File: config.mk
export PLATFORM = sky130hd
export DESIGN_NAME = ans_serializer
export DESIGN_NICKNAME = d
export VERILOG_FILES = /design/src/rtl/ans_serializer_pkg.sv /design/src/rtl/ans_byte_sel.sv /design/src/rtl/ans_serializer.sv
export SDC_FILE = /design/constraint.sdc
export NUM_CORES = 1
export LEC_CHECK = 0
export ABC_CLOCK_PERIOD_IN_PS = 2700
export BUFFER_PORTS_ARGS = -buffer_cell sky130_fd_sc_hd__buf_4
export CORE_MARGIN = 1
export CORE_UTILIZATION = 50
export CTS_CLUSTER_DIAMETER = 80
export DETAILED_ROUTE_END_ITERATION = 10
export PLACE_DENSITY = 0.74
export REMOVE_ABC_BUFFERS = 1
export SLEW_MARGIN = 15
export SYNTH_ARGS = -nofsm -noshare
export SYNTH_HDL_FRONTEND = slang
export SYNTH_SLANG_ARGS = --single-unit
File: constraint.sdc
create_clock -name clk -period 2.7 [get_ports clk]
set_input_delay 0 -clock clk [delete_from_list [all_inputs] [get_ports clk]]
set_output_delay 0 -clock clk [all_outputs]
set_load 0.05 [all_outputs]
File: src/rtl/ans_serializer_pkg.sv
// ans_serializer_pkg
//   Shared definitions for the result serializer: FSM state encoding,
//   the WAIT_START timeout and the checksum seed.
//   Optional feature macro: ANS_CHECKSUM_EN adds the CSUM state.
package ans_serializer_pkg;

  typedef enum logic [2:0] {
    IDLE       = 3'd0,
    STROBE     = 3'd1,
    WAIT_START = 3'd2,
    WAIT_DONE  = 3'd3,
    NEXT       = 3'd4
`ifdef ANS_CHECKSUM_EN
    ,
    CSUM       = 3'd5
`endif
  } AnsState;

  // Cycles to wait for the uart to report busy before assuming it started.
  localparam int WAIT_START_TIMEOUT = 4;

  // Starting value of the running XOR over the data bytes.
  localparam logic [7:0] CSUM_SEED = 8'h00;

endpackage

File: src/rtl/ans_byte_sel.sv
// ans_byte_sel
//   Purely combinational selection of byte k from a captured word,
//   MSB-first: byte 0 is word[N-1 -: 8].
//   Ports:
//     i_word [N-1:0]           captured result word
//     i_idx  [NBYTES_LOG2-1:0] byte index
//     o_byte [7:0]             selected byte (00 for indexes past the word)
module ans_byte_sel
  import ans_serializer_pkg::*;
#(
  parameter int N           = 32,
  parameter int NBYTES_LOG2 = 2
) (
  input  logic [N-1:0]           i_word,
  input  logic [NBYTES_LOG2-1:0] i_idx,
  output logic [7:0]             o_byte
);

  always_comb begin
    o_byte = 8'h00;
    for (int k = 0; k < N / 8; k++) begin
      if (int'(i_idx) == k) begin
        o_byte = i_word[N-1-8*k -: 8];
      end
    end
  end

endmodule

File: src/rtl/ans_serializer.sv
// ans_serializer
//   Sends an N-bit result word to a byte uart, MSB-first, one byte per
//   transmit strobe, pacing itself on the uart busy flag.
//   Optional feature macro: ANS_CHECKSUM_EN appends an XOR checksum byte.
//   Ports:
//     clk              clock, all state on rising edge
//     rst              asynchronous active-low reset
//     rx_valid         one-cycle pulse, rx_bytes holds a word to send
//     rx_bytes [N-1:0] result word (sampled only on acceptance)
//     is_transmitting  uart busy flag
//     tx_byte  [7:0]   byte presented to the uart
//     tx_valid         one-cycle transmit strobe
//     busy             frame in progress
//     dropped          one-cycle pulse: a word arrived while not idle
module ans_serializer
  import ans_serializer_pkg::*;
#(
  parameter int N           = 32,
  parameter int NBYTES_LOG2 = 2
) (
  input  logic         clk,
  input  logic         rst,
  input  logic         rx_valid,
  input  logic [N-1:0] rx_bytes,
  input  logic         is_transmitting,
  output logic [7:0]   tx_byte,
  output logic         tx_valid,
  output logic         busy,
  output logic         dropped
);

  localparam logic [2:0] WAIT_LAST = 3'(WAIT_START_TIMEOUT - 1);

  AnsState                r_state;
  AnsState                w_stateNext;
  logic [N-1:0]           r_word;
  logic [NBYTES_LOG2-1:0] r_byteIdx;
  logic [2:0]             r_waitCnt;
  logic                   r_txValid;
  logic                   r_dropped;
  logic                   w_capture;
  logic                   w_strobe;
  logic                   w_advance;
  logic                   w_lastIdx;
  logic [7:0]             w_dataByte;
`ifdef ANS_CHECKSUM_EN
  logic [7:0]             r_csum;
  logic                   r_csumPhase;
`endif

  ans_byte_sel #(
    .N           (N),
    .NBYTES_LOG2 (NBYTES_LOG2)
  ) u_byteSel (
    .i_word (r_word),
    .i_idx  (r_byteIdx),
    .o_byte (w_dataByte)
  );

  assign w_lastIdx = (int'(r_byteIdx) == N / 8 - 1);

  always_ff @(posedge clk or negedge rst) begin
    if (!rst) begin
      r_state <= IDLE;
    end else begin
      r_state <= w_stateNext;
    end
  end

  // Acceptance only happens in IDLE, so a word arriving during the final
  // NEXT cycle is dropped even though busy falls on that same edge.
  always_comb begin
    w_stateNext = r_state;
    w_capture   = 1'b0;
    w_strobe    = 1'b0;
    w_advance   = 1'b0;
    case (r_state)
      IDLE: begin
        if (rx_valid) begin
          w_capture   = 1'b1;
          w_stateNext = STROBE;
        end
      end
      STROBE: begin
        if (!is_transmitting) begin
          w_strobe    = 1'b1;
          w_stateNext = WAIT_START;
        end
      end
      WAIT_START: begin
        // A uart that never reports busy must not stall the frame.
        if (is_transmitting || (r_waitCnt == WAIT_LAST)) begin
          w_stateNext = WAIT_DONE;
        end
      end
      WAIT_DONE: begin
        if (!is_transmitting) begin
          w_stateNext = NEXT;
        end
      end
      NEXT: begin
`ifdef ANS_CHECKSUM_EN
        if (r_csumPhase) begin
          w_stateNext = IDLE;
        end else if (w_lastIdx) begin
          w_stateNext = CSUM;
        end else begin
          w_advance   = 1'b1;
          w_stateNext = STROBE;
        end
`else
        if (w_lastIdx) begin
          w_stateNext = IDLE;
        end else begin
          w_advance   = 1'b1;
          w_stateNext = STROBE;
        end
`endif
      end
`ifdef ANS_CHECKSUM_EN
      CSUM: begin
        if (!is_transmitting) begin
          w_strobe    = 1'b1;
          w_stateNext = WAIT_START;
        end
      end
`endif
      default: begin
        w_stateNext = IDLE;
      end
    endcase
  end

  // The index only advances from NEXT when it is below the last byte,
  // so it can never wrap past N/8-1.
  always_ff @(posedge clk or negedge rst) begin
    if (!rst) begin
      r_word    <= '0;
      r_byteIdx <= '0;
      r_waitCnt <= 3'd0;
      r_txValid <= 1'b0;
      r_dropped <= 1'b0;
    end else begin
      r_txValid <= w_strobe;
      r_dropped <= rx_valid && (r_state != IDLE);
      if (w_capture) begin
        r_word    <= rx_bytes;
        r_byteIdx <= '0;
      end else if (w_advance) begin
        r_byteIdx <= r_byteIdx + 1'b1;
      end
      if (r_state == WAIT_START) begin
        r_waitCnt <= r_waitCnt + 3'd1;
      end else begin
        r_waitCnt <= 3'd0;
      end
    end
  end

`ifdef ANS_CHECKSUM_EN
  // The checksum folds in each data byte as it is strobed; the strobe
  // of the checksum itself only marks that the trailer is under way.
  always_ff @(posedge clk or negedge rst) begin
    if (!rst) begin
      r_csum      <= 8'h00;
      r_csumPhase <= 1'b0;
    end else if (w_capture) begin
      r_csum      <= CSUM_SEED;
      r_csumPhase <= 1'b0;
    end else if (w_strobe) begin
      if (r_state == CSUM) begin
        r_csumPhase <= 1'b1;
      end else begin
        r_csum <= r_csum ^ w_dataByte;
      end
    end
  end
`endif

  // tx_byte follows the current byte in every non-idle state, which keeps
  // it stable from STROBE through WAIT_DONE and forces 00 when idle.
  always_comb begin
    tx_byte = 8'h00;
    if (r_state != IDLE) begin
`ifdef ANS_CHECKSUM_EN
      if ((r_state == CSUM) || r_csumPhase) begin
        tx_byte = r_csum;
      end else begin
        tx_byte = w_dataByte;
      end
`else
      tx_byte = w_dataByte;
`endif
    end
  end

  assign tx_valid = r_txValid;
  assign dropped  = r_dropped;
  assign busy     = (r_state != IDLE);

endmodule

==> qor.txt <==
Status -> completed
Hold Path Sink -> tx_valid$_DFF_PN0_
Fin. Hold Viols -> 0
Total congestion overflow -> 0
Synth async-reset ratio -> 1.00
Max Freq -> 422 MHz
Num CTS Buffers -> 5
Share of cells above drive strength 1 -> 0.382
Hold Worst Slack -> 42.7 ps
Root buffer cell -> clkbuf_8
Net Switching -> 1.57 mW
Post-Place Worst Slack -> 513 ps
Starting Density -> 0.523
ANT cells -> 0
PD cells -> 1260 nW/µm²
Sequential power share -> 0.320
R2r setup slk -> 630 ps
Largest delay share family, worst path -> compound AO/OA/AOI/OAI gates
Worst hold path stage count -> 3
Element type at the critical path end -> primary output
Commonest non-fill, non-tap cell in the layout -> buf_4
Average routed wire per standard cell -> 16.5 µm
Crit-path slowest cell -> o41ai_1
Final WL -> 4.59 mm
Register area share after synthesis -> 0.499
Clk_lat worst skew -> 290 ps
Die Ht -> 66.9 µm
Die footprint -> 4480 µm²
H-tree depth -> 2
Die width -> 66.9 µm
Final Cycle Share -> 0.878
Via Count -> 1475
CP Max Fanout -> 10
# Post-CTS Setup Buffers -> 0
Area Growth Syn to Fin -> 34.3%
Largest net degree at the start of global routing -> 43
Crit path kind -> reg -> out
Drc violations -> 0
CP Cell Sequence -> inv_1, ha_1, nor2b_2, a221oi_1, o41ai_1, buf_4
Critical Path Start Type -> register
FF+latch count, synth -> 42
CP Data Required Time -> 2700 ps
Initial antenna violation count -> 0
Post-Syn Area -> 2110 µm²
Cell Rows -> 23
TritonCTS clock tree -> done
Worst Min Path Start -> is_transmitting
Combinational fraction of design power -> 0.573
Worst slew pin tran -> 592 ps
Reg-to-Reg Start -> r_state[2]$_DFFE_PN0P_
Reg2Reg Capture Point -> r_word[25]$_DFFE_PN0P_
Vias in the first global route -> 1545
Switching part of the total -> 0.438
Most frequent cells in the layout -> buf_4 (46), dfrtp_1 (42), dlygate4sd3_1 (34), mux2_4 (28), nor2b_1 (10)
Final Slew Violations -> 0
Final nets -> 270
Tightest Hold Check Type -> in -> reg
Mapped Cells -> 151
Post-synth EDFFs -> 0
Dpl cell area -> 2410 µm²
Worst Path Arrival -> 2370 ps
Drt first pass iters -> 4
Port buffer count -> 46
Total negative slack -> 0 ps
Max incr delay on CP -> 420 ps
Max Cap Viol -> 0
RSZ-0062 raised after global routing -> false
Post-route cell area -> 2830 µm²
Worst Reg2Reg Path Length in Cells -> 3
Max VDD drop -> 1040 µV
Leak -> 1.30 nW
Slew headroom -> 0.606
Final setup fails -> 0
GRT Overall Usage -> 0.226
CTS max path bufs -> 2
Setup ws final -> 330 ps
CP bufs+invs -> 2
Post-route antenna net violation count -> 0
First-pass GRT wire length -> 7.33 mm
Via density -> 5.31
Initial DRC count -> 102
Internal power -> 2.01 mW
RePlAce Congestion -> 0.725
Core area -> 4030 µm²
Clock-pin slew on the worst setup and hold paths -> 80 ps
Synth Warn # -> 0
Ports -> 47
DPL Wire Length -> 2.81 mm
Clk sink count -> 42
Dominant synthesized flop cell -> dfrtp_1
Min cycle time layout -> 2370 ps
Clk pwr share -> 0.107
Skew final -> 5.13 ps
Syn Area/Cell -> 14.0 µm²
Yosys cell types -> 31
routing by layer:
metal  wire length (µm)  track usage  part of all wire  vias to the layer above
li1                   -            -                 -                      698
met1               2100        0.291              0.46                      718
met2               2230        0.360              0.49                       49
met3                175       0.0479             0.038                       10
met4                 88        0.106             0.019                        0
met5                  0            0                 0                        -
power by group through the flow:
stage	sequential (mW)	combinational [mW]	clock [mW]
3_5_place_dp	1.15	1.99	0
5_1_grt	1.18	2.17	0.420
3_3_place_gp	1.13	1.95	0
6_report	1.15	2.05	0.384
2_1_floorplan	1.12	1.48	0
4_1_cts	1.14	2.05	0.391
cells by family after synthesis:
| logic type | synth area share |
|---|---|
| buf+inv | 0.0564 |
| simple gates | 0.101 |
| fa+ha+maj | 0.0356 |
| xor+xnor | 0.00831 |
| compound gates | 0.0742 |
| flops | 0.499 |
| mux | 0.226 |
registers in the layout, indices dropped and copies added, names as in the netlist:
signal and cells:
r_waitCnt 3, r_word 32, r_byteIdx 2, dropped 1, tx_valid 1, r_state 3
tightest hold or removal path, stage by stage:
cell and delay, ps:
buf_4 80, nor2b_1 70, nor3b_1 140
per-stage QoR:
stage                     total power, mW   util  cells
final                                3.58  0.703    278
after global routing                 3.78  0.703    278
after CTS                            3.58  0.702    278
after detailed placement             3.14  0.599    237
after global placement               3.08  0.599    237
after floorplan                      2.60      -    141
how the worst max path moves through the flow:
stage | from | end | slack (ps) | cells after the start
3_5_place_dp | r_byteIdx[1]$_DFFE_PN0P_ | tx_byte[4] | 510 | 6
2_1_floorplan | r_byteIdx[0]$_DFFE_PN0P_ | tx_byte[0] | -110 | 4
4_1_cts | r_byteIdx[1]$_DFFE_PN0P_ | tx_byte[4] | 180 | 6
6_report | r_byteIdx[1]$_DFFE_PN0P_ | tx_byte[4] | 330 | 6
5_1_grt | r_byteIdx[1]$_DFFE_PN0P_ | tx_byte[7] | 200 | 6
3_3_place_gp | r_byteIdx[0]$_DFFE_PN0P_ | tx_byte[5] | 560 | 5
what timing repair did:
action                                  in CTS  in global routing
gates resized for setup                      0                  1
hold buffers                                34                  0
endpoints found under the setup margin       0                  2
hold endpoints to repair                    75                  0
cells in the mapped netlist, types with 2 or more instances:
cell	n	area share
a221oi_1	7	0.029
buf_12	4	0.038
clkbuf_1	5	0.0089
dfrtp_1	42	0.50
ha_1	6	0.036
inv_1	3	0.0053
mux2_2	4	0.021
mux2_4	28	0.20
nand2_1	2	0.0036
nand3_1	7	0.017
nor2_1	6	0.011
nor2b_1	11	0.033
o41ai_1	7	0.029
xnor2_1	2	0.0083
layout make-up:
class,instances,area (µm²)
inverters,4,15.0
multi-input cells,95,941
clock buffers,7,76.3
fillers,265,1200
repair buffers,80,686
well taps,50,62.6
flip-flops and latches,42,1050
(Power assumes the default switching activity.)
